**src/rtl/mytimer_pkg.sv**
```systemverilog
// Shared types and parameter limits for the mytimer channel bank.
package mytimer_pkg;

    typedef enum logic {
        MODE_ONESHOT  = 1'b0,
        MODE_PERIODIC = 1'b1
    } mode_e;

    localparam int WIDTH_MIN    = 2;
    localparam int WIDTH_MAX    = 32;
    localparam int NCH_MIN      = 1;
    localparam int NCH_MAX      = 16;
    localparam int PRESCALE_MIN = 1;
    localparam int PRESCALE_MAX = 65535;

endpackage

```
**src/rtl/mytimer_chan.sv**
```systemverilog
// Single down-counting timer channel: load, decrement on tick, auto-reload, one-cycle done.
module mytimer_chan
    import mytimer_pkg::*;
#(
    parameter int WIDTH = 8
) (
    input  logic             clk,
    input  logic             resetn,
    input  logic             tick,
    input  logic             start,
    input  logic [WIDTH-1:0] start_time,
    input  logic             periodic,
    input  logic             stop,
    output logic [WIDTH-1:0] timer,
    output logic             busy,
    output logic             done
);

    logic [WIDTH-1:0] reload;
    mode_e            mode;

    // NOTE: non-blocking assignments keep every register update in this block
    // based on pre-edge values, so the priority chain below reads as written.
    always_ff @(posedge clk) begin
        if (!resetn) begin
            timer  <= '0;
            reload <= '0;
            mode   <= MODE_ONESHOT;
            busy   <= 1'b0;
            done   <= 1'b0;
        end else begin
            done <= 1'b0;
            if (start) begin
                // A start overrides stop and any coinciding expiry of the old run.
                reload <= start_time;
                mode   <= periodic ? MODE_PERIODIC : MODE_ONESHOT;
                timer  <= start_time;
                if (start_time == '0) begin
                    busy <= 1'b0;
                    done <= 1'b1;
                end else begin
                    busy <= 1'b1;
                end
            end else if (stop) begin
                busy <= 1'b0;
            end else if (busy && tick) begin
                if (timer > WIDTH'(1)) begin
                    timer <= timer - WIDTH'(1);
                end else if (mode == MODE_PERIODIC) begin
                    timer <= reload;
                    done  <= 1'b1;
                end else begin
                    timer <= '0;
                    busy  <= 1'b0;
                    done  <= 1'b1;
                end
            end
        end
    end

endmodule

```
**src/rtl/mytimer_bank.sv**
```systemverilog
// Bank of NCH independent timer channels sharing one prescaled tick.
module mytimer_bank
    import mytimer_pkg::*;
#(
    parameter int WIDTH    = 8,
    parameter int NCH      = 4,
    parameter int PRESCALE = 1
) (
    input  logic                 clk,
    input  logic                 resetn,
    input  logic [NCH-1:0]       start_enable,
    input  logic [NCH*WIDTH-1:0] start_time,
    input  logic [NCH-1:0]       periodic,
    input  logic [NCH-1:0]       stop,
    output logic [NCH*WIDTH-1:0] timer,
    output logic [NCH-1:0]       busy,
    output logic [NCH-1:0]       done
);

    localparam int PS_W = (PRESCALE > 1) ? $clog2(PRESCALE) : 1;

    logic [PS_W-1:0] ps_cnt;
    logic            tick;

    assign tick = (ps_cnt == PS_W'(PRESCALE - 1));

    always_ff @(posedge clk) begin
        if (!resetn) begin
            ps_cnt <= '0;
        end else if (tick) begin
            ps_cnt <= '0;
        end else begin
            ps_cnt <= ps_cnt + PS_W'(1);
        end
    end

    for (genvar i = 0; i < NCH; i++) begin : g_chan
        mytimer_chan #(
            .WIDTH(WIDTH)
        ) u_chan (
            .clk       (clk),
            .resetn    (resetn),
            .tick      (tick),
            .start     (start_enable[i]),
            .start_time(start_time[i*WIDTH +: WIDTH]),
            .periodic  (periodic[i]),
            .stop      (stop[i]),
            .timer     (timer[i*WIDTH +: WIDTH]),
            .busy      (busy[i]),
            .done      (done[i])
        );
    end

endmodule
```
**config.mk**
```make
export PLATFORM = sky130hd
export DESIGN_NAME = mytimer_bank
export DESIGN_NICKNAME = d
export VERILOG_FILES = /design/src/rtl/mytimer_pkg.sv /design/src/rtl/mytimer_chan.sv /design/src/rtl/mytimer_bank.sv
export SDC_FILE = /design/constraint.sdc
export NUM_CORES = 1
export LEC_CHECK = 0
export BUFFER_PORTS_ARGS = -buffer_cell sky130_fd_sc_hd__buf_2
export CAP_MARGIN = 20
export CORE_MARGIN = 2
export CORE_UTILIZATION = 35
export DETAILED_ROUTE_END_ITERATION = 6
export PLACE_DENSITY = 0.63
export SYNTH_ARGS = -nofsm -noshare
export SYNTH_HDL_FRONTEND = slang
export SYNTH_SLANG_ARGS = --single-unit
```
**constraint.sdc**
```tcl
create_clock -name clk -period 3.06 [get_ports clk]
set_input_delay 0.153 -clock clk [delete_from_list [all_inputs] [get_ports clk]]
set_output_delay 0.153 -clock clk [all_outputs]
set_load 0.005 [all_outputs]
```
Word level (Yosys, flattened, before mapping) --
Cells that the tools add are included.
Operators by class: equal/unequal tests 12, reductions and logical operators 25, add/sub/neg operators 5, bitwise gates (word level) 1, magnitude comparators 4, muxes and demuxes 68
Operator list (number):
- 8-bit two-way mux | 20
- 1-bit two-way mux | 48
- 8-bit by 1-bit greater-than comparator with 1-bit output, second input constant | 4
- 8-bit zero test | 4
- 8-bit by 1-bit subtractor with 8-bit output, second input constant | 4
- 3-bit != test, second input constant | 8
- 3-bit AND reduction | 4
- 3-bit nonzero test | 4
- 2-bit AND reduction | 5
- 2-bit != test, second input constant | 4
- 2-bit nonzero test | 4
- 1-bit logical AND | 4
- 1-bit adder, second input constant | 1
- 1-bit inverter | 1
Word-level totals: output and inout port bits 40, register bits 77, word-level logic and storage cells 136

Longest topological paths before layout --
depth in word-level cells 5, gate-level depth with buffers 8, mapped depth without buffers 7

Cells and area by module --
A second synthesis with hierarchy kept.
Second synthesis, totals: cells, all modules 531, area total of the unflattened synthesis 4411.7 sq um
By module, submodules not included:
- mytimer_chan | cells each 132, times used 4, area an instance 1096.1 sq um
- mytimer_bank | cells each 3, times used 1, area an instance 27.5 sq um

Worst setup path after synthesis --
OpenSTA, ideal clock, no wires.
kind reg2reg, start register g_chan[1].u_chan.timer[0], end register g_chan[1].u_chan.timer[7], path slack 1207 ps, setup time 76 ps, cell stages (with the launch flop) 8, arrival time 1778 ps, data required time 2984 ps, buffers on the path 0, clock period less this slack 1853 ps, cells stage by stage dfxtp_1 inv_1 ha_1 or4_1 o21ai_0 a21oi_1 a311o_1 a21boi_0
On the way: cells in the longest elaborated chain, start to end 5, elaborated cells between the ends (all ways) 6
Ends and longest elaborated chain:
- start: declaration | RTL line mytimer_chan.sv:14 | output logic [WIDTH-1:0] timer,
- start signal: assignment | RTL line mytimer_chan.sv:37 | timer <= start_time;
- start signal: assignment | RTL line mytimer_chan.sv:48 | timer <= timer - WIDTH'(1);
- start signal: assignment | RTL line mytimer_chan.sv:50 | timer <= reload;
- 8-bit by 1-bit subtractor with 8-bit output or 8-bit by 1-bit greater-than comparator with 1-bit output (tied branches) | RTL line mytimer_chan.sv:48, mytimer_chan.sv:47
- 8-bit two-way mux (*) | RTL line mytimer_chan.sv:47 | if (timer > WIDTH'(1)) begin
- 8-bit two-way mux (*) | RTL line mytimer_chan.sv:46 | end else if (busy && tick) begin
- 8-bit two-way mux (*) | RTL line mytimer_chan.sv:44 | end else if (stop) begin
- 8-bit two-way mux (*) | RTL line mytimer_chan.sv:33 | if (start) begin
Every way passes the cells marked *; elsewhere a longest branch is shown, timed or not. The select of a mux whose other input is x is not followed. A chain may end at the register's enable or synchronous reset.

Final worst setup path --
start register g_chan[1].u_chan.timer[2], end register g_chan[1].u_chan.timer[4]
The elaborated chain is that of the path after synthesis.

==> flow_results.xml <==
<?xml version="1.0" encoding="UTF-8"?>
<metrics>
  <group name="run_status">
    <metric name="run_status" unit="">finished with violations</metric>
    <metric name="failed_checks" unit="">design-rule violations</metric>
  </group>
  <group name="sta">
    <metric name="maxSlewHeadroom" unit="%">43.0</metric>
    <metric name="totalNegativeSetupSlack" unit="ps">0</metric>
    <metric name="worst-slew-pin-transition" unit="ps">856</metric>
    <metric name="skew" unit="ps">7.46</metric>
    <metric name="final_min_period_over_clock_period" unit="%">69.7</metric>
    <metric name="grt_setup_unrepaired" unit="">no</metric>
    <metric name="period_needed" unit="ps">2130</metric>
    <metric name="setup_viol" unit="">0</metric>
    <metric name="finalHoldViolCount" unit="">0</metric>
    <metric name="maxSlewViolCount" unit="">0</metric>
    <metric name="max_clock_freq" unit="MHz">469</metric>
  </group>
  <group name="clock_network">
    <metric name="cts.htree.levels" unit="">3</metric>
    <metric name="post_cts_hold_buffer_count" unit="">0</metric>
    <metric name="clock_sink_count" unit="">77</metric>
    <metric name="cts_resized" unit="">0</metric>
    <metric name="cts_inserted_buffers" unit="">9</metric>
    <metric name="clk-insertion-delay-late" unit="ps">330</metric>
    <metric name="clock_tree_root" unit="">sky130_fd_sc_hd__clkbuf_16</metric>
    <metric name="worst_setup_hold_path_clk_slew" unit="ps">60</metric>
    <metric name="buffer_levels_on_the_longest_clock_path" unit="">2</metric>
    <metric name="number_of_buffers_inserted_by_post_cts_setup_repair" unit="">0</metric>
    <metric name="cts_tree" unit="">built</metric>
  </group>
  <group name="power">
    <metric name="leakagePower" unit="µW">0.00214</metric>
    <metric name="peakVddDrop" unit="mV">0.260</metric>
    <metric name="power_per_cell_area" unit="nW/µm²">579</metric>
  </group>
  <group name="setup_path">
    <metric name="setup_cp_type" unit="">reg2reg</metric>
    <metric name="worstRegToRegCells" unit="">4</metric>
    <metric name="worst_setup_path_end_kind" unit="">flop</metric>
    <metric name="rr_endpoint" unit="">g_chan[1].u_chan.timer[4]</metric>
    <metric name="worstPathMaxFanout" unit="">14</metric>
    <metric name="worst-endpoint-required" unit="ps">3280</metric>
    <metric name="regToRegSetupSlack" unit="ps">930</metric>
    <metric name="arrival" unit="ps">2350</metric>
    <metric name="critical_path.reg2reg.startpoint" unit="">g_chan[1].u_chan.timer[2]</metric>
    <metric name="critPathLaunchType" unit="">flop</metric>
  </group>
  <group name="finish">
    <metric name="fillerInstances" unit="">1185</metric>
    <metric name="n_antenna_cell" unit="">0</metric>
    <metric name="most_frequent_cells_in_the_layout" unit="">85 x sky130_fd_sc_hd__buf_2, 77 x sky130_fd_sc_hd__dfxtp_1, 43 x sky130_fd_sc_hd__nand2_1</metric>
    <metric name="final_common_cell" unit="">sky130_fd_sc_hd__buf_2</metric>
    <metric name="finish.utilization" unit="%">43.3</metric>
    <metric name="layout-drive-gt1-share" unit="%">19.9</metric>
    <metric name="final_net_count" unit="">613</metric>
    <metric name="area_delta_synth_final" unit="%">19.5</metric>
  </group>
  <group name="min_path">
    <metric name="min-delay-path-class" unit="">in2reg</metric>
    <metric name="timing.hold.worst_path_depth" unit="">3</metric>
    <metric name="holdCritStartpoint" unit="">periodic[0]</metric>
    <metric name="timing.hold.worst_endpoint" unit="">g_chan[0].u_chan.mode</metric>
  </group>
  <group name="floorplan">
    <metric name="die_height" unit="µm">113</metric>
    <metric name="rows" unit="">39</metric>
    <metric name="fp.dieW" unit="µm">113</metric>
    <metric name="die_area" unit="µm²">12800</metric>
    <metric name="core_area" unit="µm²">11500</metric>
    <metric name="initial_utilization" unit="%">36.3</metric>
    <metric name="boundary_pin_count" unit="">86</metric>
  </group>
  <group name="synthesis">
    <metric name="synth.net_count" unit="">547</metric>
    <metric name="postSynthAreaPerCell" unit="µm²">8.47</metric>
    <metric name="unique_masters_post_synth" unit="">55</metric>
    <metric name="yosysSeqAreaShare" unit="%">36.9</metric>
    <metric name="yosys_warnings" unit="">0</metric>
    <metric name="synth_ff_type" unit="">sky130_fd_sc_hd__dfxtp_1</metric>
    <metric name="synth_area" unit="µm²">4180</metric>
    <metric name="syn_inst_count" unit="">493</metric>
    <metric name="synth_async_reset_ratio" unit="%">0</metric>
    <metric name="synth.ff_latch_count" unit="">77</metric>
    <metric name="number_of_enable_flip_flop_cells_after_synthesis" unit="">0</metric>
  </group>
  <group name="drt">
    <metric name="route.detailed.vias_per_inst" unit="">5.41</metric>
    <metric name="postRouteAntennaNets" unit="">0</metric>
    <metric name="initialDrtViolationCount" unit="">318</metric>
    <metric name="vias" unit="">3823</metric>
    <metric name="totalWireLength" unit="mm">10.9</metric>
    <metric name="first_pass_iters" unit="">6</metric>
    <metric name="drc" unit="">5</metric>
    <metric name="drt-wirelength-per-cell" unit="µm">15.5</metric>
  </group>
  <group name="global_routing">
    <metric name="grt_first_pass_wirelength" unit="mm">18.2</metric>
    <metric name="grt_start_max_net_pins" unit="">50</metric>
    <metric name="grt_pass1_vias" unit="">3743</metric>
    <metric name="number_of_antenna_violations_at_the_first_check_in_global_routing" unit="">0</metric>
    <metric name="gr-usage-all-layers" unit="%">17.5</metric>
    <metric name="final_global_route_overflow_total" unit="">0</metric>
  </group>
  <group name="placement">
    <metric name="place.port_buffers" unit="">85</metric>
    <metric name="post-dp-hpwl" unit="mm">7.86</metric>
    <metric name="finalWeightedCongestion" unit="">0.863</metric>
  </group>
  <group name="flow_run">
    <metric name="maxCapViolCount" unit="">0</metric>
  </group>
</metrics>
[layout make-up]
class / count / area [µm²] / area share [%]
Inverter: 21 / 78.8 / 1.58
Clock buffer: 12 / 236 / 4.74
Sequential cell: 77 / 1540 / 30.9
Multi-Input combinational cell: 361 / 2380 / 47.7
Clock inverter: 4 / 120 / 2.41
Tap cell: 143 / 179 / 3.58
Timing Repair Buffer: 89 / 455 / 9.13
[sequential cells by signal, indices dropped and copies added, names as in the netlist]
name / flops
g_chan.u_chan.timer: 32
g_chan.u_chan.reload: 32
g_chan.u_chan.mode: 4
ps_cnt: 1
g_chan.u_chan.busy: 4
g_chan.u_chan.done: 4
[cells in the mapped netlist, drive strengths merged, types with 2 or more instances]
library cell / number / area [µm²]
a21boi: 12 / 90.1
buf: 17 / 111
a21oi: 22 / 110
mux2i: 30 / 300
nand4b: 2 / 17.5
a2111oi: 2 / 17.5
ha: 8 / 100
a31oi: 6 / 37.5
nand2b: 2 / 12.5
o211ai: 2 / 15.0
o31ai: 2 / 15.0
dfxtp: 77 / 1540
nor2b: 29 / 181
clkbuf: 17 / 63.8
nand3: 19 / 95.1
inv: 21 / 78.8
o21a: 3 / 22.5
nor4: 11 / 114
nor3: 18 / 90.1
o21ai: 34 / 170
nand2: 43 / 161
a22o: 27 / 238
a211oi: 2 / 15.0
xnor2: 6 / 52.6
nand4: 3 / 18.8
or4: 6 / 52.6
xor2: 6 / 52.6
a221oi: 4 / 35.0
o221ai: 2 / 17.5
nor2: 33 / 124
and4bb: 2 / 25.0
o211a: 2 / 20.0
nor3b: 4 / 30.0
and3: 4 / 25.0
[power breakdown]
part           internal [µW]  switching, µW  leakage [µW]
sequential              1070           77.1      0.000636
clock                    881            402      0.000171
combinational            209            256       0.00134
[layer usage]
layer	GRT usage, %	vias up	wire, µm
met2	28.5	95	5310
met5	0	-	0
met1	21.8	1817	5000
met3	4.66	14	480
li1	-	1897	-
met4	7.40	0	161
[worst max-delay path, cell delays in order, from the launching register on]
cell                      delay (ps)
sky130_fd_sc_hd__dfxtp_1         360
sky130_fd_sc_hd__or4_4           590
sky130_fd_sc_hd__nor4_4          630
sky130_fd_sc_hd__o21ai_0         200
sky130_fd_sc_hd__a22o_1          260
[worst max path at each step]
stage	slack, ps	startpoint	to	depth (start not counted)
floorplan	1210	g_chan[1].u_chan.timer[0]	g_chan[1].u_chan.timer[7]	7
global placement	1000	g_chan[2].u_chan.timer[2]	g_chan[2].u_chan.timer[3]	4
detailed placement	970	g_chan[2].u_chan.timer[2]	g_chan[2].u_chan.timer[3]	4
CTS	960	g_chan[1].u_chan.timer[2]	g_chan[1].u_chan.timer[3]	4
global route	820	g_chan[2].u_chan.timer[2]	g_chan[2].u_chan.timer[7]	5
finish	930	g_chan[1].u_chan.timer[2]	g_chan[1].u_chan.timer[4]	4
[metrics by stage]
stage | cells | cell area (µm²) | setup WS, ps | hold WS, ps | power (µW)
after CTS | 707 | 4990 | 958 | 70.5 | 2930
after floorplan | 493 | 4180 | 1210 | 305 | 1480
after global placement | 691 | 4630 | 999 | 409 | 1620
after global routing | 707 | 4990 | 821 | 91.0 | 3030
after detailed placement | 691 | 4630 | 967 | 430 | 1630
final | 707 | 4990 | 926 | 92.9 | 2890
[cell families after synthesis]
kind of cell             Yosys count  share of synthesized area (%)
AO/OA/AOI/OAI                    129                           21.2
XOR/XNOR                          12                           2.52
adder cells (fa/ha/maj)            8                           2.40
buffers and inverters             55                           6.08
flip-flops                        77                           36.9
multiplexers                      30                           7.19
other                              1                         0.0898
AND/OR/NAND/NOR                  181                           23.6
No activity file was read; power rests on OpenSTA's default activity.
